==> config.mk <==
export PLATFORM = sky130hd
export DESIGN_NAME = rotate_sched_flat
export DESIGN_NICKNAME = d
export VERILOG_FILES = /design/src/rtl/rotate_sched_if.sv /design/src/rtl/rotate_sched.sv /design/src/flat_wrapper.sv
export SDC_FILE = /design/constraint.sdc
export NUM_CORES = 1
export LEC_CHECK = 0
export ABC_AREA = 1
export CAP_MARGIN = 0
export CORE_ASPECT_RATIO = 1.2
export CORE_MARGIN = 3
export CORE_UTILIZATION = 46
export DETAILED_ROUTE_END_ITERATION = 6
export GPL_TIMING_DRIVEN = 0
export PLACE_DENSITY = 0.78
export SYNTH_ARGS = -nofsm -noshare
export SYNTH_HDL_FRONTEND = slang
export SYNTH_SLANG_ARGS = --single-unit
==> constraint.sdc <==
create_clock -name clk -period 1.9 [get_ports clk]
set_input_delay 0.19 -clock clk [delete_from_list [all_inputs] [get_ports clk]]
set_output_delay 0.19 -clock clk [all_outputs]
set_load 0.02 [all_outputs]
==> src/rtl/rotate_sched_if.sv <==
// Request/response bundle for rotate_sched: two requester channels and one tagged result channel.
// The master side drives requests and takes responses; the slave side is the scheduler.
interface rotate_sched_if;
    logic       req0_valid;
    logic       req0_ready;
    logic [3:0] req0_data;
    logic [3:0] req0_amt;
    logic       req1_valid;
    logic       req1_ready;
    logic [3:0] req1_data;
    logic [3:0] req1_amt;
    logic       resp_valid;
    logic       resp_ready;
    logic [3:0] resp_data;
    logic       resp_id;

    modport master (
        output req0_valid, req0_data, req0_amt, input req0_ready,
        output req1_valid, req1_data, req1_amt, input req1_ready,
        output resp_ready, input resp_valid, resp_data, resp_id
    );

    modport slave (
        input req0_valid, req0_data, req0_amt, output req0_ready,
        input req1_valid, req1_data, req1_amt, output req1_ready,
        input resp_ready, output resp_valid, resp_data, resp_id
    );
endinterface

==> src/rtl/rotate_sched.sv <==
// Round-robin scheduler sharing one 4-bit right rotator between two requesters.
// Each rotate count is executed as passes of at most 3 positions, one pass per cycle.
module rotate_sched (
    input  logic            clk,
    input  logic            reset,
    rotate_sched_if.slave   bus,
    output logic            busy
);
    typedef enum logic [1:0] {IDLE = 2'd0, ROT = 2'd1, DONE = 2'd2} state_t;

    state_t     state;
    state_t     state_nxt;
    logic [3:0] work_data;
    logic [3:0] rem;
    logic       cur_id;
    logic [3:0] resp_data_q;
    logic       resp_id_q;
    logic       last_grant;

    logic       grant;
    logic       accept;
    logic [1:0] step;
    logic [3:0] rot_out;
    logic       last_pass;

    function automatic logic [3:0] rotr(input logic [3:0] d, input logic [1:0] k);
        logic [7:0] dd;
        dd = {d, d} >> k;
        return dd[3:0];
    endfunction

    // NOTE: every signal written in always_comb gets a default first, so no path leaves it unassigned and no latch is inferred.
    always_comb begin
        grant = 1'b0;
        if (bus.req0_valid && bus.req1_valid)
            grant = ~last_grant;
        else if (bus.req1_valid)
            grant = 1'b1;
    end

    // Readies are masked while reset is high even though the state is already IDLE.
    assign accept    = (state == IDLE) && !reset && (bus.req0_valid || bus.req1_valid);
    assign step      = (rem > 4'd3) ? 2'd3 : rem[1:0];
    assign rot_out   = rotr(work_data, step);
    assign last_pass = (rem - {2'b00, step}) == 4'd0;

    // NOTE: sequential state uses non-blocking assignments so every register samples pre-edge values.
    always_ff @(posedge clk) begin
        if (reset)
            state <= IDLE;
        else
            state <= state_nxt;
    end

    always_comb begin
        state_nxt = state;
        case (state)
            IDLE:    if (accept) state_nxt = ROT;
            ROT:     if (last_pass) state_nxt = DONE;
            DONE:    if (bus.resp_ready) state_nxt = IDLE;
            default: state_nxt = IDLE;
        endcase
    end

    always_comb begin
        bus.req0_ready = accept && !grant;
        bus.req1_ready = accept && grant;
        bus.resp_valid = (state == DONE);
        bus.resp_data  = resp_data_q;
        bus.resp_id    = resp_id_q;
        busy           = (state != IDLE);
    end

    // NOTE: the datapath registers are reset as well, because their reset values are visible on the response port.
    always_ff @(posedge clk) begin
        if (reset) begin
            work_data   <= 4'd0;
            rem         <= 4'd0;
            cur_id      <= 1'b0;
            resp_data_q <= 4'd0;
            resp_id_q   <= 1'b0;
            last_grant  <= 1'b1;
        end else begin
            case (state)
                IDLE: begin
                    if (accept) begin
                        work_data <= grant ? bus.req1_data : bus.req0_data;
                        rem       <= grant ? bus.req1_amt  : bus.req0_amt;
                        cur_id    <= grant;
                    end
                end
                ROT: begin
                    work_data <= rot_out;
                    rem       <= rem - {2'b00, step};
                    if (last_pass) begin
                        resp_data_q <= rot_out;
                        resp_id_q   <= cur_id;
                    end
                end
                DONE: begin
                    if (bus.resp_ready)
                        last_grant <= cur_id;
                end
                default: ;
            endcase
        end
    end
endmodule

==> src/flat_wrapper.sv <==
// flat-port wrapper written by rule: the top's interface ports become plain ports
module rotate_sched_flat 
  (clk, reset, busy, bus_req0_valid, bus_req0_data, bus_req0_amt, bus_req0_ready, bus_req1_valid, bus_req1_data, bus_req1_amt, bus_req1_ready, bus_resp_ready, bus_resp_valid, bus_resp_data, bus_resp_id);
  rotate_sched_if bus_i ();
  input  logic clk;
  input  logic reset;
  output logic busy;
  input wire logic [$bits(bus_i.req0_valid)-1:0] bus_req0_valid;
  input wire logic [$bits(bus_i.req0_data)-1:0] bus_req0_data;
  input wire logic [$bits(bus_i.req0_amt)-1:0] bus_req0_amt;
  output wire logic [$bits(bus_i.req0_ready)-1:0] bus_req0_ready;
  input wire logic [$bits(bus_i.req1_valid)-1:0] bus_req1_valid;
  input wire logic [$bits(bus_i.req1_data)-1:0] bus_req1_data;
  input wire logic [$bits(bus_i.req1_amt)-1:0] bus_req1_amt;
  output wire logic [$bits(bus_i.req1_ready)-1:0] bus_req1_ready;
  input wire logic [$bits(bus_i.resp_ready)-1:0] bus_resp_ready;
  output wire logic [$bits(bus_i.resp_valid)-1:0] bus_resp_valid;
  output wire logic [$bits(bus_i.resp_data)-1:0] bus_resp_data;
  output wire logic [$bits(bus_i.resp_id)-1:0] bus_resp_id;
  assign bus_i.req0_valid = bus_req0_valid;
  assign bus_i.req0_data = bus_req0_data;
  assign bus_i.req0_amt = bus_req0_amt;
  assign bus_req0_ready = bus_i.req0_ready;
  assign bus_i.req1_valid = bus_req1_valid;
  assign bus_i.req1_data = bus_req1_data;
  assign bus_i.req1_amt = bus_req1_amt;
  assign bus_req1_ready = bus_i.req1_ready;
  assign bus_i.resp_ready = bus_resp_ready;
  assign bus_resp_valid = bus_i.resp_valid;
  assign bus_resp_data = bus_i.resp_data;
  assign bus_resp_id = bus_i.resp_id;
  rotate_sched u_core (.clk(clk), .reset(reset), .bus(bus_i), .busy(busy));
endmodule
==> impl_metrics.env <==
export IMPL_fillers=206
export IMPL_core_um2=2120
export IMPL_drt_met1_wl_um=1140
export IMPL_synth_mux_area_fraction_pct=0.958
export IMPL_nets=223
export IMPL_synth_area_leader_cell="dfxtp_1"
export IMPL_grt_pass1_wl_um=4690
export IMPL_ioPinCount=30
export IMPL_wirelength_um=2760
export IMPL_status="finished, final reports clean"
export IMPL_setup_viol=0
export IMPL_synth_edff_count=0
export IMPL_worst_path_max_fanout=4
export IMPL_worst_slew_pin_slew_ns=0.457
export IMPL_clock_latency_ns=0.29
export IMPL_place_area_um2=1370
export IMPL_hp_class="reg -> reg"
export IMPL_fp_dieW_um=49.5
export IMPL_cp_required_ns=1.71
export IMPL_grt_max_degree=11
export IMPL_gp_congestion=0.854
export IMPL_ys_top_cells_by_count="45 x nand2_1, 26 x nand3_1, 18 x inv_1, 17 x dfxtp_1, 17 x nor2_1"
export IMPL_avgSynthCellArea_um2=6.29
export IMPL_rows=18
export IMPL_n_antenna_cell=0
export IMPL_vias=1167
export IMPL_die_height_um=58.2
export IMPL_async_reset_ff_share_pct=0
export IMPL_wl_met3_um=109
export IMPL_slew_headroom_pct=69.5
export IMPL_cts_buffer_depth=2
export IMPL_cts_root_buf="clkbuf_4"
export IMPL_leakage_nw=0.685
export IMPL_overflow=0
export IMPL_cts_tree="yes"
export IMPL_grt_pass1_vias=1118
export IMPL_yosysUniqueCellTypes=24
export IMPL_cts_hold_buf=0
export IMPL_dp_hpwl_um=2220
export IMPL_drtPass1Iterations=4
export IMPL_synth_cells=166
export IMPL_wl_met2_um=1430
export IMPL_antenna_found_initial=0
export IMPL_cap_violations=0
export IMPL_crit_chain="inv_2 -> nor2_1 -> clkdlybuf4s50_1"
export IMPL_seq_area_um2=342
export IMPL_wl_per_cell_um=12.1
export IMPL_via_per_inst=5.10
export IMPL_crit_type="reg -> out"
export IMPL_synth_area_top_cells="dfxtp_1 33%, nand2_1 16%, nand3_1 12%"
export IMPL_top_layer_used="met4"
export IMPL_cts_setup_buffers=0
export IMPL_crit_arrival_ns=1.57
export IMPL_synth_main_ff_cell="dfxtp_1"
export IMPL_antenna_left=0
export IMPL_drv_slew=0
export IMPL_max_stage_delay_ns=0.64
export IMPL_syn_to_final_growth_pct=35.9
export IMPL_drcViolationCount=0
export IMPL_io_buffers=29
export IMPL_netlist_area_um2=1040
export IMPL_hold_viol_final=0
export IMPL_synth_xor_area_share_pct=0.838
export IMPL_powerDensity_nw_per_um2=907
export IMPL_grtUsageTotal_pct=21.0
export IMPL_cts_buffers=3
export IMPL_ys_ff_latch=17
export IMPL_synth_compound_area_share_pct=10.9
export IMPL_synth_warnings=0
export IMPL_start_util_pct=49.3
export IMPL_synth_most_common_cell="nand2_1"
export IMPL_vdd_drop_max_uv=732
export IMPL_final_area_um2=1420
export IMPL_final_util_pct=67.1
export IMPL_cp_start_kind="flip-flop"
export IMPL_synth_top_family_by_area="simple AND/OR/NAND/NOR gates"
export IMPL_drive_gt1_share_pct=11.1
export IMPL_drt_iter0_drc=44
export IMPL_multiInputGateArea_um2=622
export IMPL_synthDominantCellAreaShare_pct=32.6
export IMPL_synthesis_nets=189
export IMPL_layout_min_cycle_time_ns=1.76
export IMPL_rsz0062_at_grt="false"
export IMPL_dieArea_um2=2880
export IMPL_fin_crit_sh_pct=92.4
export IMPL_cts_max_level=1
export IMPL_synth_seq_area_share_pct=32.6
export IMPL_cts_resized=2
export IMPL_clock_sinks=17
export IMPL_skew_ns=0.00241
export IMPL_clk_pin_slew_ns=0.10
export IMPL_hold_ws_ns=0.474
export IMPL_synth_fa_ha_area_share_pct=2.40
export IMPL_synthSimpleGateAreaFrac_pct=42.4
export IMPL_cp_end_kind="primary output"
export IMPL_fmax_mhz=569
export IMPL_rrSetupSlack_ns=0.21
export IMPL_cp_slowest_cell="clkdlybuf4s50_1"
critical path, delay by kind of cell, from the launching register on:
kind | cells | cell delay [ns]
buffers and inverters | 2 | 0.69
flip-flops | 1 | 0.40
AND/OR/NAND/NOR | 1 | 0.18
cell usage in the layout, fill, tap and decap left out, drive strengths merged, types with 2 or more instances in the layout:
cell / synthesis / final
clkbuf: 1 / 4
ha: 2 / 2
nor2: 20 / 20
dfxtp: 17 / 17
inv: 21 / 21
clkinv: 1 / 2
clkdlybuf4s50: 0 / 27
dlygate4sd2: 0 / 2
a21oi: 12 / 12
o211ai: 3 / 3
nand2: 48 / 48
o21ai: 5 / 5
buf: 2 / 2
or2: 4 / 4
nand3: 26 / 26
metrics by stage:
step	cells	TNS, ns	total power [mW]	worst slack (ns)
final	229	0	1.29	0.144
after CTS	229	0	1.25	0.0543
after global placement	225	0	1.04	0.0152
after global routing	229	0	1.39	0.0161
after detailed placement	225	-0.0415	1.07	-0.0415
after floorplan	166	0	0.884	0.352
report_power, final:
part	switching (mW)	internal, mW	leakage [nW]
clock network	0.112	0.0783	0.0177
registers	0.0474	0.415	0.140
logic	0.385	0.250	0.528
routing by layer:
layer / up-vias / track usage [%]
li1: 600 / -
met1: 519 / 22.3
met2: 40 / 38.5
met3: 8 / 4.88
met4: 0 / 10.7
met5: - / 0
cells by family (layout without fill, tap and decap cells):
logic type / Yosys count / in the layout
DFF: 17 / 17
and+or+nand+nor: 99 / 99
adders and majority gates: 2 / 2
muxes: 1 / 1
buffers and inverters: 25 / 58
AOI/OAI and AO/OA: 21 / 21
xor gates and xnor gates: 1 / 1
worst paths after layout:
kind | startpoint | endpoint | cells after the start
worst min register to register | u_core.last_grant$_SDFFE_PP1P_ | u_core.last_grant$_SDFFE_PP1P_ | 2
worst max register to register | u_core.rem[3]$_SDFFE_PP0P_ | u_core.bus.resp_id$_SDFFE_PP0P_ | 9
worst min-delay path | u_core.last_grant$_SDFFE_PP1P_ | u_core.last_grant$_SDFFE_PP1P_ | 2
worst max-delay path | u_core.state[1]$_SDFFE_PP0P_ | bus_resp_valid | 3
state kept, by name, summed over array words and instances (netlist names):
| signal | cells |
|---|---|
| u_core.last_grant | 1 |
| u_core.rem | 4 |
| u_core.bus.resp_id | 1 |
| u_core.bus.resp_data | 4 |
| u_core.state | 2 |
| u_core.cur_id | 1 |
| u_core.work_data | 4 |
layout make-up:
type                       count  area share (%)
multi-input combinational    124            43.8
sequential                    17            24.1
timing repair buffer          29            20.3
inverter                      22            5.90
tap                           30            2.64
clock buffer                   3            1.59
buffer                         3            1.41
clock inverter                 1           0.352
(Power assumes the default switching activity.)
